**config.mk**
```make
export PLATFORM = sky130hd
export DESIGN_NAME = instruction_memory_loadable_flat
export DESIGN_NICKNAME = d
export VERILOG_FILES = /design/src/rtl/instruction_memory_loadable_if.sv /design/src/rtl/instruction_memory_loadable.sv /design/src/flat_wrapper.sv
export SDC_FILE = /design/constraint.sdc
export NUM_CORES = 2
export LEC_CHECK = 0
export ABC_AREA = 1
export CORE_MARGIN = 3
export CORE_UTILIZATION = 59
export CTS_CLUSTER_SIZE = 12
export DETAILED_ROUTE_END_ITERATION = 10
export GPL_ROUTABILITY_DRIVEN = 1
export PLACE_DENSITY = 0.75
export SYNTH_ARGS = -nofsm -noshare
export SYNTH_HDL_FRONTEND = slang
export SYNTH_SLANG_ARGS = --single-unit
```
**constraint.sdc**
```tcl
create_clock -name i_clk -period 3.95 [get_ports i_clk]
set_clock_uncertainty 0.15 [all_clocks]
set_input_delay 0.395 -clock i_clk [delete_from_list [all_inputs] [get_ports i_clk]]
set_output_delay 0.395 -clock i_clk [all_outputs]
set_load 0.05 [all_outputs]
```
**src/rtl/instruction_memory_loadable_if.sv**
```systemverilog
// ----------------------------------------------------------------------------
// instruction_memory_loadable_if
// Fetch bus between the processor fetch stage (master) and the loadable
// instruction memory (slave).
//   req_valid / req_ready / req_addr : byte-addressed fetch request handshake
//   rsp_valid / rsp_ready            : response handshake
//   rsp_data                         : fetched instruction word
//   rsp_fault                        : 00 ok, 01 misaligned, 10 out of range,
//                                      11 uninitialised word
// ----------------------------------------------------------------------------
interface instruction_memory_loadable_if #(
    parameter int ADDR_W = 18,
    parameter int DATA_W = 18
);
    logic              req_valid;
    logic [ADDR_W-1:0] req_addr;
    logic              req_ready;
    logic              rsp_valid;
    logic [DATA_W-1:0] rsp_data;
    logic [1:0]        rsp_fault;
    logic              rsp_ready;

    modport master (
        output req_valid,
        output req_addr,
        input  req_ready,
        input  rsp_valid,
        input  rsp_data,
        input  rsp_fault,
        output rsp_ready
    );

    modport slave (
        input  req_valid,
        input  req_addr,
        output req_ready,
        output rsp_valid,
        output rsp_data,
        output rsp_fault,
        input  rsp_ready
    );
endinterface

```
**src/rtl/instruction_memory_loadable.sv**
```systemverilog
// ----------------------------------------------------------------------------
// instruction_memory_loadable
// DEPTH x DATA_W instruction store, filled through a boot-time load port and
// then read by the fetch stage through a valid/ready bus with a one-cycle
// registered response carrying a fault code.
// Ports:
//   i_clk          clock, rising edge
//   i_rst_n        synchronous active-low reset (back to BOOT)
//   i_ld_we        load write strobe, honoured in BOOT only
//   i_ld_addr      load word index
//   i_ld_data      load word
//   i_ld_done      end-of-load pulse, BOOT -> RUN
//   o_ld_err       sticky: a load targeted an index >= DEPTH
//   o_words_loaded saturating count of accepted load writes
//   o_running      high in RUN
//   bus            fetch request/response bus (slave side)
// ----------------------------------------------------------------------------
module instruction_memory_loadable #(
    parameter int                DATA_W   = 18,
    parameter int                ADDR_W   = 18,
    parameter int                DEPTH    = 128,
    parameter logic [DATA_W-1:0] NOP_WORD = {DATA_W{1'b0}}
) (
    input  logic                       i_clk,
    input  logic                       i_rst_n,
    input  logic                       i_ld_we,
    input  logic [$clog2(DEPTH):0]     i_ld_addr,
    input  logic [DATA_W-1:0]          i_ld_data,
    input  logic                       i_ld_done,
    output logic                       o_ld_err,
    output logic [$clog2(DEPTH):0]     o_words_loaded,
    output logic                       o_running,
    instruction_memory_loadable_if.slave bus
);
    localparam int AW = $clog2(DEPTH);      // storage index width
    localparam int LW = AW + 1;             // load index / counter width
    localparam int IW = ADDR_W - 2;         // fetch word index width

    // DEPTH expressed in the widths it is compared against; the fetch side
    // gets one spare bit so DEPTH == 2**IW still fits.
    localparam logic [LW-1:0] DEPTH_LD = LW'(DEPTH);
    localparam logic [IW:0]   DEPTH_RQ = (IW + 1)'(DEPTH);
    localparam logic [LW-1:0] CNT_MAX  = {LW{1'b1}};

    typedef enum logic [0:0] {
        ST_BOOT = 1'b0,
        ST_RUN  = 1'b1
    } state_t;

    state_t            r_state;
    state_t            w_state_nxt;

    logic [DATA_W-1:0] r_mem [DEPTH];
    logic [DEPTH-1:0]  r_written;
    logic [LW-1:0]     r_words_loaded;
    logic              r_ld_err;

    logic              r_rsp_valid;
    logic [DATA_W-1:0] r_rsp_data;
    logic [1:0]        r_rsp_fault;

    logic              w_ld_hit;
    logic              w_ld_miss;
    logic [AW-1:0]     w_ld_idx;
    logic              w_running;
    logic              w_accept;
    logic [IW-1:0]     w_req_idx;
    logic [AW-1:0]     w_mem_idx;
    logic [1:0]        w_fault;
    logic [DATA_W-1:0] w_rd_data;

    assign w_ld_idx  = i_ld_addr[AW-1:0];
    assign w_running = (r_state == ST_RUN);
    assign w_req_idx = bus.req_addr[ADDR_W-1:2];
    assign w_mem_idx = w_req_idx[AW-1:0];

    // A held response blocks new requests until the consumer takes it.
    assign bus.req_ready = w_running && (!r_rsp_valid || bus.rsp_ready);
    assign w_accept      = bus.req_valid && bus.req_ready;

    // Next-state and load decode: loads only matter in BOOT.
    always_comb begin
        w_state_nxt = r_state;
        w_ld_hit    = 1'b0;
        w_ld_miss   = 1'b0;
        case (r_state)
            ST_BOOT: begin
                if (i_ld_we) begin
                    if (i_ld_addr < DEPTH_LD) begin
                        w_ld_hit = 1'b1;
                    end else begin
                        w_ld_miss = 1'b1;
                    end
                end else begin
                    w_ld_hit  = 1'b0;
                    w_ld_miss = 1'b0;
                end
                // A write in the ld_done cycle still lands before RUN.
                if (i_ld_done) begin
                    w_state_nxt = ST_RUN;
                end else begin
                    w_state_nxt = ST_BOOT;
                end
            end
            ST_RUN:  w_state_nxt = ST_RUN;
            default: w_state_nxt = ST_BOOT;
        endcase
    end

    // State register; RUN is only left through reset.
    always_ff @(posedge i_clk) begin
        if (!i_rst_n) begin
            r_state <= ST_BOOT;
        end else begin
            r_state <= w_state_nxt;
        end
    end

    // Load bookkeeping: written bits, saturating load counter, sticky error.
    always_ff @(posedge i_clk) begin
        if (!i_rst_n) begin
            r_written      <= {DEPTH{1'b0}};
            r_words_loaded <= {LW{1'b0}};
            r_ld_err       <= 1'b0;
        end else begin
            if (w_ld_hit) begin
                r_written[w_ld_idx] <= 1'b1;
                if (r_words_loaded != CNT_MAX) begin
                    r_words_loaded <= r_words_loaded + LW'(1);
                end
            end
            if (w_ld_miss) begin
                r_ld_err <= 1'b1;
            end
        end
    end

    // Word storage; contents survive reset, validity is tracked by r_written.
    always_ff @(posedge i_clk) begin
        if (i_rst_n && w_ld_hit) begin
            r_mem[w_ld_idx] <= i_ld_data;
        end
    end

    // Fault classification in priority order; any fault yields NOP_WORD.
    always_comb begin
        w_fault   = 2'b00;
        w_rd_data = NOP_WORD;
        if (bus.req_addr[1:0] != 2'b00) begin
            w_fault = 2'b01;
        end else if ({1'b0, w_req_idx} >= DEPTH_RQ) begin
            w_fault = 2'b10;
        end else if (!r_written[w_mem_idx]) begin
            w_fault = 2'b11;
        end else begin
            w_fault   = 2'b00;
            w_rd_data = r_mem[w_mem_idx];
        end
    end

    // Single-entry response register: load on accept, drop when consumed.
    always_ff @(posedge i_clk) begin
        if (!i_rst_n) begin
            r_rsp_valid <= 1'b0;
            r_rsp_data  <= NOP_WORD;
            r_rsp_fault <= 2'b00;
        end else if (w_accept) begin
            r_rsp_valid <= 1'b1;
            r_rsp_data  <= w_rd_data;
            r_rsp_fault <= w_fault;
        end else if (bus.rsp_ready) begin
            r_rsp_valid <= 1'b0;
        end
    end

    assign bus.rsp_valid  = r_rsp_valid;
    assign bus.rsp_data   = r_rsp_data;
    assign bus.rsp_fault  = r_rsp_fault;
    assign o_ld_err       = r_ld_err;
    assign o_words_loaded = r_words_loaded;
    assign o_running      = w_running;

endmodule

```
**src/flat_wrapper.sv**
```systemverilog
// flat-port wrapper written by rule: the top's interface ports become plain ports
module instruction_memory_loadable_flat 
#(
    parameter int                DATA_W   = 18,
    parameter int                ADDR_W   = 18,
    parameter int                DEPTH    = 128,
    parameter logic [DATA_W-1:0] NOP_WORD = {DATA_W{1'b0}}
)
  (i_clk, i_rst_n, i_ld_we, i_ld_addr, i_ld_data, i_ld_done, o_ld_err, o_words_loaded, o_running, bus_req_valid, bus_req_addr, bus_req_ready, bus_rsp_valid, bus_rsp_data, bus_rsp_fault, bus_rsp_ready);
  instruction_memory_loadable_if #(.ADDR_W(ADDR_W), .DATA_W(DATA_W)) bus_i ();
  input  logic i_clk;
  input  logic i_rst_n;
  input  logic i_ld_we;
  input  logic [$clog2(DEPTH):0] i_ld_addr;
  input  logic [DATA_W-1:0] i_ld_data;
  input  logic i_ld_done;
  output logic o_ld_err;
  output logic [$clog2(DEPTH):0] o_words_loaded;
  output logic o_running;
  input wire logic [$bits(bus_i.req_valid)-1:0] bus_req_valid;
  input wire logic [$bits(bus_i.req_addr)-1:0] bus_req_addr;
  output wire logic [$bits(bus_i.req_ready)-1:0] bus_req_ready;
  output wire logic [$bits(bus_i.rsp_valid)-1:0] bus_rsp_valid;
  output wire logic [$bits(bus_i.rsp_data)-1:0] bus_rsp_data;
  output wire logic [$bits(bus_i.rsp_fault)-1:0] bus_rsp_fault;
  input wire logic [$bits(bus_i.rsp_ready)-1:0] bus_rsp_ready;
  assign bus_i.req_valid = bus_req_valid;
  assign bus_i.req_addr = bus_req_addr;
  assign bus_req_ready = bus_i.req_ready;
  assign bus_rsp_valid = bus_i.rsp_valid;
  assign bus_rsp_data = bus_i.rsp_data;
  assign bus_rsp_fault = bus_i.rsp_fault;
  assign bus_i.rsp_ready = bus_rsp_ready;
  instruction_memory_loadable #(.DATA_W(DATA_W), .ADDR_W(ADDR_W), .DEPTH(DEPTH), .NOP_WORD(NOP_WORD)) u_core (.i_clk(i_clk), .i_rst_n(i_rst_n), .i_ld_we(i_ld_we), .i_ld_addr(i_ld_addr), .i_ld_data(i_ld_data), .i_ld_done(i_ld_done), .o_ld_err(o_ld_err), .o_words_loaded(o_words_loaded), .o_running(o_running), .bus(bus_i));
endmodule
```
Word level (Yosys, flattened, before mapping). Memory sizes are Yosys's and may differ from the RTL's. Index checks and enable logic that the tools add are counted.

Bits in registers: 159. Memories: 1. Output and inout port bits: 32. Memory bits (writable): 2304. Input bits: 50.

$add $sub $neg: 1. Reductions and logical operators: 9. Bitwise logic cells: 2. Order comparisons: 5. Mux-type cells: 22. Equal/unequal tests: 1.

Memory list: u_core.r_mem (depth 128, bits a word 18, rd ports 1, clocked after Yosys merged registers in 0, write ports 1, line instruction_memory_loadable.sv:53) `logic [DATA_W-1:0] r_mem [DEPTH];`.

Operator list (number): $or 128x128->128 (1); $mux 18 (3); $ge 16x8->1 const B (1); $lt 7x8->1 const B (2); $mux 1 (13); $add 8x1->8 const B (1); $lt 8x8->1 const B (1); $ne 8x8->1 const B (1); $bmux 1 s7 (1); $demux 1 s7 (1); $ge 7x1->1 const B (1); $mux 2 (3); $logic_and 1x1->1 (4); $reduce_bool 2->1 (2); $pmux 1 s2 (1); $reduce_and 2->1 (1); $logic_not 1->1 (1); $logic_or 1x1->1 (1); $not 1->1 (1).

Depth between registers and ports, before layout.
Word-level depth: 7. Gate-level depth with buffers: 16. Depth with buffers taken out: 13.

Worst setup path before layout. Ideal clock, no wire load.

Path type: flip-flop to flip-flop. From: register u_core.r_state (netlist: u_core.o_running). To: memory u_core.r_mem[0][0] (enable). Stages on the path, launching flop included: 11. Path slack: 0.851 ns. Arrival time: 2.556 ns. Clock period less this slack: 3.099 ns. Cells stage by stage: dfxtp_1 > inv_1 > nand2_1 > nor2_1 > inv_1 > nor2_2 > inv_1 > nor3_1 > nand3_1 > buf_2 > nor2_1.

Word-level cells in the longest chain between the ends: 4.

Ends and longest elaborated chain: start: declaration (line instruction_memory_loadable.sv:50) `state_t r_state;`; start signal: assignment (line instruction_memory_loadable.sv:115) `r_state <= w_state_nxt;`; $mux 1 (line instruction_memory_loadable.sv:86) `case (r_state)`; $logic_and 1x1->1 (line instruction_memory_loadable.sv:140) `if (i_rst_n && w_ld_hit) begin`; $mux 1 (line instruction_memory_loadable.sv:140); $mux 1 (not written as such) (line instruction_memory_loadable.sv:141) `r_mem[w_ld_idx] <= i_ld_data;`; end: declaration (line instruction_memory_loadable.sv:53).

Every way passes these cells.

Final worst setup path.
From: register u_core.r_state (netlist: u_core.o_running). To: memory u_core.r_mem[85][6] (enable).

Same word-level chain as after synthesis.

==> run summary <==
- 7.79% — fraction of final layout cells sized beyond drive strength 1
- 38.8 nW — leakage power
- 18 — Critical Path Fanout Max
- 0 — final count of pins violating max slew
- 48.7% — GR Layer Usage met2
- 149 — number of rows in the core area
- sky130_fd_sc_hd__nand2_1 — most common cell after layout, fill and taps aside
- 0 — Yosys warning total
- finished clean — outcome
- 0 — post-CTS setup buffer count
- 320 MHz — highest attainable clock frequency
- 406000 um — global-route wire length before repair
- sky130_fd_sc_hd__clkbuf_16 — CTS Root Cell
- 0.88 ns — source-to-sink clock delay at the later pin of the worst-skew pair
- 4.36 ns — Critical Path RT
- 6.21% — met3 global-route usage
- 52.1 mW — post-layout total power
- 82 — Ports
- 4 — Clock H-tree levels
- 416 um — overall die height
- 1 — WHS Path Cells
- 1.13 ns — transition time at the pin with the least slew margin
- 110000 um2 — post-route cell area
- 3 — buffer depth of the longest clock path
- 24.4% — worst max-slew margin expressed relative to the limit
- 0.06 ns — clock edge transition at the registers on the reported setup and hold paths
- 0.485 mV — maximum vdd ir drop
- 8572 — Post-Synthesis Cells
- 66300 — vias in the first global route
- 24.8 um — Avg WL per Cell
- 11.6 um2 — average footprint of a synthesized cell
- 0 — total of cells resized after clock tree synthesis
- 99100 um2 — post-synthesis instance area
- 31.1% — overall track demand over capacity in global routing
- 54.8% — register share of total power
- 11000 — non-filler instance count after layout
- 0 — remaining global-route overflow
- 24 — number of library cell types mapped by synthesis
- sky130_fd_sc_hd__edfxtp_1, sky130_fd_sc_hd__nand3_1, sky130_fd_sc_hd__nand2_1 — most area-consuming cells after synthesis
- 22.5% — sw frac
- 8703 — Net count, final
- 0 — post-route DRC violation count
- 148 — pin count of the biggest net entering global routing
- 68700 — routed via count
- 153000 um — post-detail-place hpwl
- 10 — Worst R2R Path Depth
- reg -> reg — category of the critical setup timing path
- 9 — length of the first detailed-routing pass in iterations
- 2463 — number of sinks driven by the clock tree
- 41.6% — M1 GR Usage
- 166000 um2 — Std-Cell Core Area
- 81 — number of buffer cells added on primary ports
- sky130_fd_sc_hd__edfxtp_1 — leading area contributor after synthesis
- 8623 — net count of the mapped netlist
- 6 — number of antenna violations at the first check in global routing
- flop — Startpoint Class
- met2 — busiest grt layer
- 10100 — number of DRC markers after the initial detailed-route iteration
- 472 nW/um2 — Power Dens Cells
- 103000 um2 — placed cell area
- 11700 — Filler cells
- 59.7% — initial standard-cell utilization of the core
- 416 um — Die X
- in -> reg — class of the most critical hold timing path
- 272000 um — total wire length after detailed routing
- flop — CP Capture Type
- 234 — clock buffer count from CTS
- 3.13 ns — final period demand of the worst path
- 40.4 mW — internal power summed over all cells
- 0 ns — sum of negative setup slack
- 6.6% — share of total power in combinational logic
- 0 — number of failing hold endpoints at the final stage
- 38.7% — clock share of power
- 0 — setup-violating endpoint count in the final report
- 11.2% — post-synthesis to final-layout area growth
- done — CTS tree
- 73.0% — proportion of synthesized chip area in sequential cells
- 0 — final antenna-violating net count
- 2463 — FF+latch count, synth
- 3.53 ns — worst path arrival time
- 69.8% — share of the synthesized area in the top cell type
- 173000 um2 — die area
- 6.27 — post-DR vias/cell
- 79.1% — fin crit share
- false — unrepaired setup endpoints after global routing
- 10600 — Placed Instances
- 11.7 mW — sw power
- sky130_fd_sc_hd__nand2_1, sky130_fd_sc_hd__nand3_1, sky130_fd_sc_hd__edfxtp_1, sky130_fd_sc_hd__buf_4, sky130_fd_sc_hd__clkbuf_16 — commonest cells after routing, fill and taps aside
- 0 — Max Cap Violations
- 0.935 — RePlAce Congestion
[through the flow]
stage / utilization, % / hold slack [ns] / setup slack [ns]
2_1_floorplan: - / 0.275 / 0.851
3_3_place_gp: 62.4 / 0.283 / 0.410
3_5_place_dp: 62.4 / 0.292 / 0.434
4_1_cts: 66.4 / 0.00826 / 0.888
5_1_grt: 66.4 / 0.0444 / 0.530
6_report: 66.4 / 0.0125 / 0.824
[power groups by stage]
stage	sequential, mW	combinational (mW)	clock (mW)
2_1_floorplan	29.1	1.75	0
3_3_place_gp	29.1	3.23	0
3_5_place_dp	29.1	3.30	0
4_1_cts	28.5	3.33	20.2
5_1_grt	28.5	3.64	21.3
6_report	28.5	3.41	20.1
[cell families (layout without fill, tap and decap cells)]
kind of cell	Yosys count	after routing	synth area share [%]
buffers and inverters	625	832	3.04
other	0	3	0
AO/OA/AOI/OAI	169	169	0.861
AND/OR/NAND/NOR	5314	5314	23.1
adder cells (fa/ha/maj)	1	1	0.0126
flip-flops	2463	2463	73.0
[path summary, 6_finish.rpt]
check        slack (ns)                              start                           endpoint
max                0.82        u_core.o_running$_SDFF_PN0_      u_core.r_mem[85][6]$_DFFE_PP_
min                0.01                       i_ld_data[7]      u_core.r_mem[25][7]$_DFFE_PP_
max reg2reg        0.82        u_core.o_running$_SDFF_PN0_      u_core.r_mem[85][6]$_DFFE_PP_
min reg2reg        0.30  u_core.r_written[40]$_SDFFE_PN0P_  u_core.r_written[40]$_SDFFE_PN0P_
[registers in the layout, indices dropped and copies added (netlist names)]
| register | count |
|---|---|
| u_core.r_mem | 2304 |
| u_core.o_running | 1 |
| u_core.bus.rsp_fault | 2 |
| u_core.r_written | 128 |
| u_core.o_ld_err | 1 |
| u_core.o_words_loaded | 8 |
| u_core.bus.rsp_valid | 1 |
| u_core.bus.rsp_data | 18 |
[per-layer routing]
layer  up-vias  share of wire, %  wire length (um)
li1      30300                 -                 -
met1     33100                36             98900
met2      4575                47            128000
met3       719                11             30800
met4         8               5.2             14300
met5         -             0.022                59
[timing repair]
action | CTS | global route
hold buffers | 14 | 0
endpoints found under the setup margin | 0 | 0
endpoints found under the hold margin | 309 | 0
[worst max-delay path, cell delays in order (launching register included)]
cell	delay, ns
sky130_fd_sc_hd__dfxtp_1	0.32
sky130_fd_sc_hd__inv_1	0.10
sky130_fd_sc_hd__nand2_1	0.06
sky130_fd_sc_hd__nor2_1	0.09
sky130_fd_sc_hd__inv_1	0.08
sky130_fd_sc_hd__nor2_2	0.29
sky130_fd_sc_hd__inv_1	0.11
sky130_fd_sc_hd__nor3_1	0.32
sky130_fd_sc_hd__nand3_1	0.62
sky130_fd_sc_hd__nor2_1	0.32
sky130_fd_sc_hd__buf_4	0.33
[final cells by class]
type,instances,area [um2],area share [%]
Sequential cell,2463,72400,65.7
Multi-Input combinational cell,5484,23900,21.7
Clock buffer,320,6280,5.70
Timing Repair Buffer,438,4470,4.05
Tap cell,2189,2740,2.48
Clock inverter,43,347,0.314
Inverter,31,144,0.131
Antenna cell,3,7.51,0.00681
[cell usage after synthesis]
cell / number
sky130_fd_sc_hd__nand2_1: 2803
sky130_fd_sc_hd__nand3_1: 2320
sky130_fd_sc_hd__edfxtp_1: 2304
sky130_fd_sc_hd__buf_2: 359
sky130_fd_sc_hd__nor2_1: 181
sky130_fd_sc_hd__dfxtp_1: 159
sky130_fd_sc_hd__clkbuf_1: 152
sky130_fd_sc_hd__o21ai_0: 136
sky130_fd_sc_hd__buf_1: 36
sky130_fd_sc_hd__buf_4: 35
sky130_fd_sc_hd__a21oi_1: 29
sky130_fd_sc_hd__inv_1: 27
sky130_fd_sc_hd__buf_6: 12
sky130_fd_sc_hd__nand4_1: 4
sky130_fd_sc_hd__nor3_1: 3
sky130_fd_sc_hd__clkinv_1: 2
sky130_fd_sc_hd__inv_2: 2
sky130_fd_sc_hd__o21bai_1: 2
sky130_fd_sc_hd__a31oi_1: 1
sky130_fd_sc_hd__ha_1: 1
sky130_fd_sc_hd__nand2_2: 1
sky130_fd_sc_hd__nor2_2: 1
sky130_fd_sc_hd__nor2_4: 1
sky130_fd_sc_hd__o22ai_1: 1
Power figures use the tool's default switching activity.
